--- src/rtl/core_pkg.sv ---
// ----------------------------------------------------------------------------
// core_pkg
// Shared definitions for the fetch stage and its neighbours.
//   fetch_state_t    : fetch FSM encoding (IDLE/REQ/WAIT/HOLD)
//   NOP_INSTR        : instruction word presented while nothing has been fetched
//   RESET_PC_DEFAULT : default PC loaded on reset
// No ports (package).
// ----------------------------------------------------------------------------
package core_pkg;

    typedef enum logic [1:0] {
        IDLE = 2'd0,
        REQ  = 2'd1,
        WAIT = 2'd2,
        HOLD = 2'd3
    } fetch_state_t;

    // addi x0, x0, 0
    localparam logic [31:0] NOP_INSTR        = 32'h0000_0013;
    localparam logic [31:0] RESET_PC_DEFAULT = 32'h0000_0000;

endpackage

--- src/rtl/instr_fetch_unit_if.sv ---
// ----------------------------------------------------------------------------
// Bus interfaces of the fetch stage.
//   imem_if   : instruction-memory request/grant/response channel
//               master = fetch unit (drives imem_req, imem_addr)
//               slave  = memory     (drives imem_gnt, imem_rvalid, imem_rdata)
//   decode_if : fetch-to-decode channel plus the redirect from execute
//               master = fetch unit (drives instr_valid, Instr, PC, PCPlus4)
//               slave  = decode/execute (drives instr_ready, PCSrc, PCTarget)
// ----------------------------------------------------------------------------
interface imem_if #(
    parameter int XLEN = 32
);
    logic            imem_req;
    logic [XLEN-1:0] imem_addr;
    logic            imem_gnt;
    logic            imem_rvalid;
    logic [XLEN-1:0] imem_rdata;

    modport master (
        output imem_req, imem_addr,
        input  imem_gnt, imem_rvalid, imem_rdata
    );

    modport slave (
        input  imem_req, imem_addr,
        output imem_gnt, imem_rvalid, imem_rdata
    );
endinterface

interface decode_if #(
    parameter int XLEN = 32
);
    logic            instr_valid;
    logic            instr_ready;
    logic [XLEN-1:0] Instr;
    logic [XLEN-1:0] PC;
    logic [XLEN-1:0] PCPlus4;
    logic            PCSrc;
    logic [XLEN-1:0] PCTarget;

    modport master (
        output instr_valid, Instr, PC, PCPlus4,
        input  instr_ready, PCSrc, PCTarget
    );

    modport slave (
        input  instr_valid, Instr, PC, PCPlus4,
        output instr_ready, PCSrc, PCTarget
    );
endinterface

--- src/rtl/instr_fetch_unit_pc_reg.sv ---
// ----------------------------------------------------------------------------
// pc_reg
// Program counter with next-PC selection.
//   clk        : core clock, rising edge
//   rst        : asynchronous active-low reset, loads RESET_PC
//   load       : update the PC this cycle
//   sel_target : choose the redirect target instead of PC+4
//   target     : redirect target (low two bits are dropped)
//   pc         : current PC
//   pc_plus4   : pc + 4, wrapping modulo 2^XLEN
// ----------------------------------------------------------------------------
module pc_reg
    import core_pkg::*;
#(
    parameter int              XLEN     = 32,
    parameter logic [XLEN-1:0] RESET_PC = RESET_PC_DEFAULT
) (
    input  logic            clk,
    input  logic            rst,
    input  logic            load,
    input  logic            sel_target,
    input  logic [XLEN-1:0] target,
    output logic [XLEN-1:0] pc,
    output logic [XLEN-1:0] pc_plus4
);

    logic [XLEN-1:0] pc_next;

    assign pc_plus4 = pc + XLEN'(4);

    // A misaligned target is forced onto a word boundary rather than trapping.
    always_comb begin
        pc_next = sel_target ? (target & ~XLEN'(3)) : pc_plus4;
    end

    always_ff @(posedge clk or negedge rst) begin
        if (!rst) begin
            pc <= RESET_PC;
        end else if (load) begin
            pc <= pc_next;
        end
    end

endmodule

--- src/rtl/instr_fetch_unit.sv ---
// ----------------------------------------------------------------------------
// instr_fetch_unit
// Fetch stage: holds the PC, issues one word request at a time to instruction
// memory, latches the returned word and offers it to decode.
//   clk   : core clock, rising edge
//   rst   : asynchronous active-low reset
//   imem  : imem_if.master   (imem_req/imem_addr out, imem_gnt/rvalid/rdata in)
//   dec   : decode_if.master (instr_valid/Instr/PC/PCPlus4 out,
//                             instr_ready/PCSrc/PCTarget in)
//   fetch_cnt, stall_cnt : performance counters, present only when the macro
//                          IFU_PERF_CNT_EN is defined
// ----------------------------------------------------------------------------
module instr_fetch_unit
    import core_pkg::*;
#(
    parameter int              XLEN     = 32,
    parameter logic [XLEN-1:0] RESET_PC = RESET_PC_DEFAULT
) (
    input  logic        clk,
    input  logic        rst,
    imem_if.master      imem,
    decode_if.master    dec
`ifdef IFU_PERF_CNT_EN
    ,
    output logic [31:0] fetch_cnt,
    output logic [31:0] stall_cnt
`endif
);

    fetch_state_t    state;
    fetch_state_t    state_next;
    logic [XLEN-1:0] pc_q;
    logic [XLEN-1:0] pc_plus4;
    logic [XLEN-1:0] instr_q;
    logic            handshake;
    logic            rvalid_take;

    assign handshake   = (state == HOLD) && dec.instr_ready;
    // Responses outside WAIT (including a gnt+rvalid collision in REQ and
    // stale responses after reset) never reach the instruction latch.
    assign rvalid_take = (state == WAIT) && imem.imem_rvalid;

    pc_reg #(
        .XLEN     (XLEN),
        .RESET_PC (RESET_PC)
    ) u_pc_reg (
        .clk        (clk),
        .rst        (rst),
        .load       (handshake),
        .sel_target (dec.PCSrc),
        .target     (dec.PCTarget),
        .pc         (pc_q),
        .pc_plus4   (pc_plus4)
    );

    // State register.
    always_ff @(posedge clk or negedge rst) begin
        if (!rst) begin
            state <= IDLE;
        end else begin
            state <= state_next;
        end
    end

    // Next-state logic; a handshake goes straight back to REQ so the next
    // request issues in the following cycle.
    always_comb begin
        state_next = state;
        case (state)
            IDLE:    state_next = REQ;
            REQ:     if (imem.imem_gnt)    state_next = WAIT;
            WAIT:    if (imem.imem_rvalid) state_next = HOLD;
            HOLD:    if (dec.instr_ready)  state_next = REQ;
            default: state_next = IDLE;
        endcase
    end

    // Outputs decode from the state register only, so instr_ready has no
    // combinational path to imem_req.
    always_comb begin
        imem.imem_req   = 1'b0;
        dec.instr_valid = 1'b0;
        case (state)
            REQ:     imem.imem_req   = 1'b1;
            HOLD:    dec.instr_valid = 1'b1;
            default: ;
        endcase
    end

    assign imem.imem_addr = pc_q;
    assign dec.PC         = pc_q;
    assign dec.PCPlus4    = pc_plus4;
    assign dec.Instr      = instr_q;

    // Instruction latch; shows a NOP until the first word arrives.
    always_ff @(posedge clk or negedge rst) begin
        if (!rst) begin
            instr_q <= XLEN'(NOP_INSTR);
        end else if (rvalid_take) begin
            instr_q <= imem.imem_rdata;
        end
    end

`ifdef IFU_PERF_CNT_EN
    logic stall_now;

    assign stall_now = ((state == REQ)  && !imem.imem_gnt)    ||
                       ((state == WAIT) && !imem.imem_rvalid) ||
                       ((state == HOLD) && !dec.instr_ready);

    // Fetch and stall counters, both free-running and wrapping at 2^32.
    always_ff @(posedge clk or negedge rst) begin
        if (!rst) begin
            fetch_cnt <= 32'd0;
            stall_cnt <= 32'd0;
        end else begin
            if (handshake) begin
                fetch_cnt <= fetch_cnt + 32'd1;
            end
            if (stall_now) begin
                stall_cnt <= stall_cnt + 32'd1;
            end
        end
    end
`endif

endmodule

--- src/flat_wrapper.sv ---
// flat-port wrapper written by rule: the top's interface ports become plain ports
module instr_fetch_unit_flat import core_pkg::*;
#(
    parameter int              XLEN     = 32,
    parameter logic [XLEN-1:0] RESET_PC = RESET_PC_DEFAULT
)
  (clk, rst, imem_imem_req, imem_imem_addr, imem_imem_gnt, imem_imem_rvalid, imem_imem_rdata, dec_instr_valid, dec_Instr, dec_PC, dec_PCPlus4, dec_instr_ready, dec_PCSrc, dec_PCTarget);
  imem_if #(.XLEN(XLEN)) imem_i ();
  decode_if #(.XLEN(XLEN)) dec_i ();
  input  logic clk;
  input  logic rst;
  output wire logic [$bits(imem_i.imem_req)-1:0] imem_imem_req;
  output wire logic [$bits(imem_i.imem_addr)-1:0] imem_imem_addr;
  input wire logic [$bits(imem_i.imem_gnt)-1:0] imem_imem_gnt;
  input wire logic [$bits(imem_i.imem_rvalid)-1:0] imem_imem_rvalid;
  input wire logic [$bits(imem_i.imem_rdata)-1:0] imem_imem_rdata;
  output wire logic [$bits(dec_i.instr_valid)-1:0] dec_instr_valid;
  output wire logic [$bits(dec_i.Instr)-1:0] dec_Instr;
  output wire logic [$bits(dec_i.PC)-1:0] dec_PC;
  output wire logic [$bits(dec_i.PCPlus4)-1:0] dec_PCPlus4;
  input wire logic [$bits(dec_i.instr_ready)-1:0] dec_instr_ready;
  input wire logic [$bits(dec_i.PCSrc)-1:0] dec_PCSrc;
  input wire logic [$bits(dec_i.PCTarget)-1:0] dec_PCTarget;
  assign imem_imem_req = imem_i.imem_req;
  assign imem_imem_addr = imem_i.imem_addr;
  assign imem_i.imem_gnt = imem_imem_gnt;
  assign imem_i.imem_rvalid = imem_imem_rvalid;
  assign imem_i.imem_rdata = imem_imem_rdata;
  assign dec_instr_valid = dec_i.instr_valid;
  assign dec_Instr = dec_i.Instr;
  assign dec_PC = dec_i.PC;
  assign dec_PCPlus4 = dec_i.PCPlus4;
  assign dec_i.instr_ready = dec_instr_ready;
  assign dec_i.PCSrc = dec_PCSrc;
  assign dec_i.PCTarget = dec_PCTarget;
  instr_fetch_unit #(.XLEN(XLEN), .RESET_PC(RESET_PC)) u_core (.clk(clk), .rst(rst), .imem(imem_i), .dec(dec_i));
endmodule
--- config.mk ---
export PLATFORM = sky130hd
export DESIGN_NAME = instr_fetch_unit_flat
export DESIGN_NICKNAME = d
export VERILOG_FILES = /design/src/rtl/core_pkg.sv /design/src/rtl/instr_fetch_unit_if.sv /design/src/rtl/instr_fetch_unit_pc_reg.sv /design/src/rtl/instr_fetch_unit.sv /design/src/flat_wrapper.sv
export SDC_FILE = /design/constraint.sdc
export NUM_CORES = 1
export LEC_CHECK = 0
export BUFFER_PORTS_ARGS = -buffer_cell sky130_fd_sc_hd__buf_2
export CORE_UTILIZATION = 42
export CTS_CLUSTER_SIZE = 40
export DETAILED_ROUTE_END_ITERATION = 12
export PLACE_DENSITY = 0.77
export SLEW_MARGIN = 20
export SYNTH_ARGS = -nofsm -noshare
export SYNTH_HDL_FRONTEND = slang
export SYNTH_SLANG_ARGS = --single-unit
--- constraint.sdc ---
create_clock -name clk -period 1.9 [get_ports clk]
set_input_delay 0.19 -clock clk [delete_from_list [all_inputs] [get_ports clk]]
set_output_delay 0.19 -clock clk [all_outputs]
set_load 0.03 [all_outputs]
==> results.sh, run 1 <==
export IMPL_gp_congestion=0.8432
export IMPL_synth_cell_types=61
export IMPL_cp_slowest_stage_delay_ns=0.42
export IMPL_period_minus_slack_ns=2.131
export IMPL_rr_startpoint="u_core.u_pc_reg.pc[12]$_DFFE_PN0N_"
export IMPL_die_h_um=101.1
export IMPL_syn_inst=436
export IMPL_met3_usage=0.05409
export IMPL_initial_core_util=0.4398
export IMPL_via_count=4425
export IMPL_failed_checks="negative setup slack"
export IMPL_clkLatencyLatePin_ns=0.34
export IMPL_grt_overflow=0
export IMPL_grt_pass1_wl_um=20600
export IMPL_worstPathRequired_ns=1.71
export IMPL_fillers=690
export IMPL_status="finished, violations left"
export IMPL_drt_iter0_markers=276
export IMPL_die_w_um=101.1
export IMPL_portBuffers=191
export IMPL_cp_slowest_cell="dfrtp_2"
export IMPL_finalWorstSetupSlack_ns=-0.2305
export IMPL_final_area_mm2=0.006638
export IMPL_period_share=1.121
export IMPL_netlist_area_mm2=0.004121
export IMPL_coreArea_mm2=0.009371
export IMPL_cts_max_path_buffers=2
export IMPL_synth_async_reset_ratio=1.000
export IMPL_largest_reg_flops=32
export IMPL_grt_pass1_vias=4210
export IMPL_htreeDepth=3
export IMPL_r2r_setup_slack_ns=-0.06
export IMPL_avgSynthCellArea_um2=9.453
export IMPL_crit_path_end_kind="output pin"
export IMPL_wl_per_cell_um=16.90
export IMPL_synth_edff_count=0
export IMPL_place_area_mm2=0.005617
export IMPL_hold_viol=0
export IMPL_worstHoldPathCells=2
export IMPL_cp_start_kind="flip-flop"
export IMPL_num_io_pins=200
export IMPL_rows=35
export IMPL_report_final_setup_viol=27
export IMPL_cts_root_buf="clkbuf_8"
export IMPL_ys_flop_type="dfrtp_1"
export IMPL_diodes=0
export IMPL_ys_seq_elements=64
export IMPL_first_pass_iters=7
export IMPL_cts_tree="done"
export IMPL_path_clk_slew_ns=0.08
export IMPL_tightestPinTransition_ns=0.5209
export IMPL_p_per_area_mw_per_mm2=1898
export IMPL_ant_nets=0
export IMPL_dieArea_mm2=0.01021
export IMPL_critPathKind="reg -> out"
export IMPL_max_slew_margin=0.6495
export IMPL_hpwl_um=8892
export IMPL_cts_buffers=9
export IMPL_area_growth_pct=61.05
export IMPL_hold_class="in -> reg"
export IMPL_ff2ff_path_depth=6
export IMPL_antenna_found_initial=0
export IMPL_crit_top_cell="buf_6"
export IMPL_ys_warn_count=0
export IMPL_crit_chain="ha_4, nand3_4, nor3_4, buf_6, nand3b_1, xnor2_2, buf_6"
export IMPL_drive_above_1_share=0.6443
export IMPL_use_met1=0.3208
export IMPL_critical_path_top_delay_family="simple AND/OR/NAND/NOR gates"
export IMPL_skew_ns=0.008558
export IMPL_ir_drop_mv=1.191
export IMPL_min_from="imem_imem_rdata[22]"
export IMPL_slew_viol_final=0
export IMPL_route_detailed_drc=0
export IMPL_wl_um=13530
export IMPL_yosysSeqAreaShare=0.3895
export IMPL_clkSinkCount=64
export IMPL_grtUsageTotal=0.2595
export IMPL_p_leak_nw=3.135
export IMPL_cp_arrival_ns=1.94
export IMPL_finalNetCount=741
export IMPL_viasPerCell=5.524
export IMPL_grt_setup_unrepaired="true"
export IMPL_crit_buf_inv=2
export IMPL_grt_max_degree=65
export IMPL_timing_rr_end="u_core.u_pc_reg.pc[15]$_DFFE_PN0N_"
export IMPL_fmax_mhz=469.4
export IMPL_worstPathMaxFanout=4
export IMPL_top_usage_layer="met2"
export IMPL_cap_viol_max_count=0
export IMPL_post_place_ws_ns=0.01076
export IMPL_gr_usage_met2=0.4516
export IMPL_worstHoldEndpoint="u_core.dec.Instr[22]$_DFFE_PN0P_"
==> how the worst max path moves through the flow <==
stage	endpoint	startpoint	cells past startpoint	slack (ns)
finish	dec_PCPlus4[24]	u_core.u_pc_reg.pc[2]$_DFFE_PN0N_	7	-0.23
global route	dec_PCPlus4[24]	u_core.u_pc_reg.pc[2]$_DFFE_PN0N_	7	-0.30
CTS	dec_PCPlus4[28]	u_core.u_pc_reg.pc[2]$_DFFE_PN0N_	6	-0.24
detailed placement	dec_PCPlus4[18]	u_core.u_pc_reg.pc[3]$_DFFE_PN0N_	6	0.01
global placement	dec_PCPlus4[18]	u_core.u_pc_reg.pc[3]$_DFFE_PN0N_	6	0.04
floorplan	dec_PCPlus4[26]	u_core.u_pc_reg.pc[16]$_DFFE_PN0N_	5	-0.07
==> power breakdown <==
part	total (mW)	switching, mW	internal (mW)
logic	8.47	5.29	3.18
registers	2.77	0.652	2.12
clock network	1.36	0.606	0.755
==> synth_stat cells, types with 4 or more instances <==
cell type   n  area [µm²]
o21ai_0    12       60.06
mux2_2     32       360.4
and4_1      5       43.79
dfrtp_1    61        1526
xor2_1      7       61.31
nand4_1    13       81.33
nor3_1     15       75.07
o211ai_1    9       67.56
clkbuf_1   21       78.83
nand2_1    20       75.07
a21oi_1    22       110.1
buf_2       7       35.03
a22oi_1     4       30.03
xnor2_1    20       175.2
ha_1        4       50.05
nor2_1     16       60.06
o2bb2ai_1   4       35.03
or3_1       4       25.02
inv_1      13       48.80
nor4_1      4       25.02
buf_1       6       22.52
buf_4      36       270.3
and3_1     18       112.6
nand3_1    26       130.1
==> through the flow <==
step | cells | TNS (ns) | hold WS, ns | total power, mW | utilization
2_1_floorplan | 441 | -0.2014 | -0.1056 | 8.511 | -
3_3_place_gp | 742 | 0 | 0.2336 | 10.19 | 0.5993
3_5_place_dp | 742 | 0 | 0.2331 | 10.39 | 0.5993
4_1_cts | 791 | -3.335 | 0.05831 | 12.37 | 0.6846
5_1_grt | 801 | -5.352 | 0.05954 | 13.23 | 0.7083
6_report | 801 | -3.367 | 0.07742 | 12.60 | 0.7083
==> cell usage in the layout, fill, tap and decap left out, types with 4 or more instances in the layout <==
cell         n
nor3_4       8
a21oi_1     22
o211ai_1     9
or3_1        4
nand2_1     18
inv_1       13
nor3_1       8
nor2_4       4
nand3_4      8
buf_2      166
buf_6       35
dfrtp_1     34
o2bb2ai_1    4
conb_1       6
xnor2_4      7
dfrtp_2     27
nand3_1     18
nor4_1       4
and3_1      14
buf_12       4
a22oi_1      4
clkbuf_8     9
xnor2_2     11
buf_4       76
nand4_1     13
nor2_1      12
mux2_2      32
nand4_4      4
o21ai_0     12
==> layer usage <==
metal  wire (µm)  vias up
li1            -     2001
met1        5199     2127
met2        6809      257
met3        1207       40
met4         318        0
met5           0        -
==> timing repair <==
item / CTS / global route
resized for setup: 83 / 35
pin swaps: 26 / 24
endpoints found under the setup margin: 24 / 33
endpoints found under the hold margin: 61 / 0
hold buffers: 1 / 0
buffers inserted: 32 / 13
==> cell type report <==
class | instances | area, µm² | area share
sequential | 64 | 1639 | 0.2469
timing repair buffer | 286 | 1931 | 0.2909
inverter | 14 | 52.55 | 0.007917
tap | 129 | 161.4 | 0.02432
clock inverter | 7 | 102.6 | 0.01546
multi-input combinational | 292 | 2628 | 0.3959
clock buffer | 9 | 123.9 | 0.01866
==> cells by family (layout without fill, tap and decap cells) <==
| family | Yosys count | after routing | share of synthesized area |
|---|---|---|---|
| multiplexers | 34 | 34 | 0.09229 |
| flip-flops | 64 | 64 | 0.3895 |
| other | 1 | 6 | 0.0009099 |
| adder cells (fa/ha/maj) | 4 | 4 | 0.01214 |
| XOR/XNOR | 27 | 27 | 0.05738 |
| AO/OA/AOI/OAI | 80 | 80 | 0.1327 |
| AND/OR/NAND/NOR | 141 | 141 | 0.2019 |
| buffers and inverters | 85 | 316 | 0.1132 |
Power figures use the tool's default switching activity.
==> run 2, diff against run 1 <==
--- a/config.mk
+++ b/config.mk
@@ -10,6 +10,7 @@
 export CTS_CLUSTER_SIZE = 40
 export DETAILED_ROUTE_END_ITERATION = 12
 export PLACE_DENSITY = 0.77
+export REMOVE_ABC_BUFFERS = 1
 export SLEW_MARGIN = 20
 export SYNTH_ARGS = -nofsm -noshare
 export SYNTH_HDL_FRONTEND = slang
==> run 2 against run 1 <==
Compared with the run above:
- the run still ends with negative setup slack left
- sequential power is 3% lower
- via count up 0.50%
- final cell count increased by 2.2%
- maximum frequency is 1.7% lower
- critical path depth unchanged
- clock skew is essentially flat
- combinational power is 0.6% higher
- non-clock buffer count up 18
- global-route usage fell by 0.24 points
- core utilization grew 0.37 points
- first-iteration DRC count down 15%
==> results.sh, run 2 (synthesis results as in run 1) <==
export IMPL_cts_buffers=9
export IMPL_ff2ff_path_depth=8
export IMPL_cp_start_kind="flip-flop"
export IMPL_path_clk_slew_ns=0.08
export IMPL_cp_slowest_stage_delay_ns=0.43
export IMPL_hold_viol=0
export IMPL_tightestPinTransition_ns=0.5328
export IMPL_max_slew_margin=0.6448
export IMPL_status="finished, violations left"
export IMPL_p_per_area_mw_per_mm2=1891
export IMPL_diodes=0
export IMPL_rr_startpoint="u_core.u_pc_reg.pc[2]$_DFFE_PN0N_"
export IMPL_finalNetCount=759
export IMPL_crit_buf_inv=3
export IMPL_cts_tree="done"
export IMPL_viasPerCell=5.430
export IMPL_swShare=0.5144
export IMPL_power_mw=12.61
export IMPL_dieArea_mm2=0.01021
export IMPL_final_area_mm2=0.006673
export IMPL_num_io_pins=200
export IMPL_ir_drop_mv=1.436
export IMPL_cp_slowest_cell="dfrtp_2"
export IMPL_worstHoldEndpoint="u_core.dec.Instr[25]$_DFFE_PN0P_"
export IMPL_switching_power_mw=6.490
export IMPL_worstPathRequired_ns=1.71
export IMPL_skew_ns=0.008163
export IMPL_critical_path_top_delay_family="simple AND/OR/NAND/NOR gates"
export IMPL_cp_arrival_ns=1.98
export IMPL_die_h_um=101.1
export IMPL_via_count=4447
export IMPL_coreArea_mm2=0.009371
export IMPL_antenna_found_initial=0
export IMPL_crit_top_cell="buf_4"
export IMPL_worstHoldPathCells=2
export IMPL_clkLatencyLatePin_ns=0.34
export IMPL_area_growth_pct=61.90
export IMPL_wl_per_cell_um=16.83
export IMPL_cts_root_buf="clkbuf_8"
export IMPL_p_clk_frac=0.112
export IMPL_drive_above_1_share=0.6246
export IMPL_period_share=1.140
export IMPL_crit_path_end_kind="output pin"
export IMPL_min_from="imem_imem_rdata[25]"
export IMPL_finalSetupTns_ns=-4.108
export IMPL_drt_iter0_markers=234
export IMPL_ant_nets=0
export IMPL_grt_overflow=0
export IMPL_wl_um=13780
export IMPL_grt_max_degree=65
export IMPL_hpwl_um=8883
export IMPL_route_detailed_drc=0
export IMPL_grtUsageTotal=0.2570
export IMPL_cts_max_path_buffers=2
export IMPL_grt_pass1_wl_um=20330
export IMPL_worstPathMaxFanout=8
export IMPL_fmax_mhz=461.5
export IMPL_layout_common_cells="buf_2 (167), buf_4 (91), dfrtp_1 (49)"
export IMPL_p_int_mw=6.125
export IMPL_finalWorstSetupSlack_ns=-0.2667
export IMPL_slew_viol_final=0
export IMPL_cap_viol_max_count=0
export IMPL_first_pass_iters=5
export IMPL_failed_checks="negative setup slack"
export IMPL_power_frac_comb=0.675
export IMPL_p_leak_nw=3.197
export IMPL_hold_ws_ns=0.07367
export IMPL_place_area_mm2=0.005356
export IMPL_critPathKind="reg -> out"
export IMPL_hold_class="in -> reg"
export IMPL_period_minus_slack_ns=2.167
export IMPL_gp_congestion=0.7963
export IMPL_timing_rr_end="u_core.u_pc_reg.pc[26]$_DFFE_PN0N_"
export IMPL_grt_pass1_vias=4183
export IMPL_report_final_setup_viol=27
export IMPL_fillers=723
export IMPL_r2r_setup_slack_ns=-0.07
export IMPL_initial_core_util=0.4398
export IMPL_rows=35
export IMPL_post_place_ws_ns=-0.09261
export IMPL_largest_reg_flops=32
export IMPL_layout_commonest_cell="buf_2"
export IMPL_p_seq_frac=0.213
export IMPL_htreeDepth=3
export IMPL_grt_setup_unrepaired="true"
export IMPL_portBuffers=191
export IMPL_clkSinkCount=64
export IMPL_die_w_um=101.1
export IMPL_crit_chain="buf_4, and4_4, nand4_4, buf_4, nor2_4, xnor2_2, buf_4"
==> run 2: worst reg2reg max path: stages (launching register included) <==
cell	delay [ns]
dfrtp_2	0.43
ha_4	0.16
nand3_4	0.09
buf_4	0.15
or4_4	0.45
buf_6	0.14
buf_4	0.13
o211ai_1	0.15
o211ai_1	0.13
==> run 2: power by group through the flow <==
| stage | Clock, mW | Sequential (mW) | Combinational [mW] |
|---|---|---|---|
| after floorplan | 0 | 4.83 | 2.50 |
| after global placement | 0 | 2.61 | 7.18 |
| after detailed placement | 0 | 2.69 | 7.28 |
| after CTS | 1.43 | 2.64 | 8.09 |
| after global routing | 1.50 | 2.77 | 8.99 |
| final | 1.41 | 2.68 | 8.52 |
==> run 2: what timing repair did <==
item | 4_1_cts | 5_1_grt
gates cloned | 0 | 0
buffers inserted | 41 | 18
gates resized for setup | 101 | 57
endpoints found under the hold margin | 61 | 0
setup endpoints to repair | 28 | 30
pin swaps | 36 | 26
hold buffers | 1 | 0
==> run 2: worst max path at each step <==
| stage | startpoint | end | slack (ns) | cells past startpoint |
|---|---|---|---|---|
| 4_1_cts | u_core.u_pc_reg.pc[3]$_DFFE_PN0N_ | dec_PCPlus4[26] | -0.22 | 8 |
| 3_3_place_gp | u_core.u_pc_reg.pc[2]$_DFFE_PN0N_ | u_core.u_pc_reg.pc[28]$_DFFE_PN0N_ | -0.006 | 6 |
| 5_1_grt | u_core.u_pc_reg.pc[2]$_DFFE_PN0N_ | dec_PCPlus4[26] | -0.35 | 8 |
| 2_1_floorplan | u_core.u_pc_reg.pc[3]$_DFFE_PN0N_ | dec_PCPlus4[18] | -0.74 | 4 |
| 3_5_place_dp | u_core.u_pc_reg.pc[2]$_DFFE_PN0N_ | u_core.u_pc_reg.pc[28]$_DFFE_PN0N_ | -0.09 | 6 |
| 6_report | u_core.u_pc_reg.pc[2]$_DFFE_PN0N_ | dec_PCPlus4[19] | -0.27 | 7 |
==> run 2: through the flow <==
step	instances	utilization
finish	819	0.7120
detailed placement	750	0.5716
CTS	805	0.6677
floorplan	370	-
global route	819	0.7120
global placement	750	0.5716
==> run 2: routing by layer <==
metal | track usage | part of all wire | vias up
li1 | - | - | 2030
met1 | 0.3232 | 0.39 | 2159
met2 | 0.4427 | 0.53 | 232
met3 | 0.04230 | 0.063 | 26
met4 | 0.09476 | 0.017 | 0
met5 | 0 | 0 | -
==> run 2: layout make-up <==
cell class / count / area [µm²] / area share
Tap cell: 129 / 161.4 / 0.02419
Timing Repair Buffer: 304 / 2097 / 0.3143
Clock buffer: 11 / 151.4 / 0.02269
Clock inverter: 5 / 86.33 / 0.01294
Sequential cell: 64 / 1620 / 0.2428
Inverter: 14 / 52.55 / 0.007875
Multi-Input combinational cell: 292 / 2504 / 0.3752
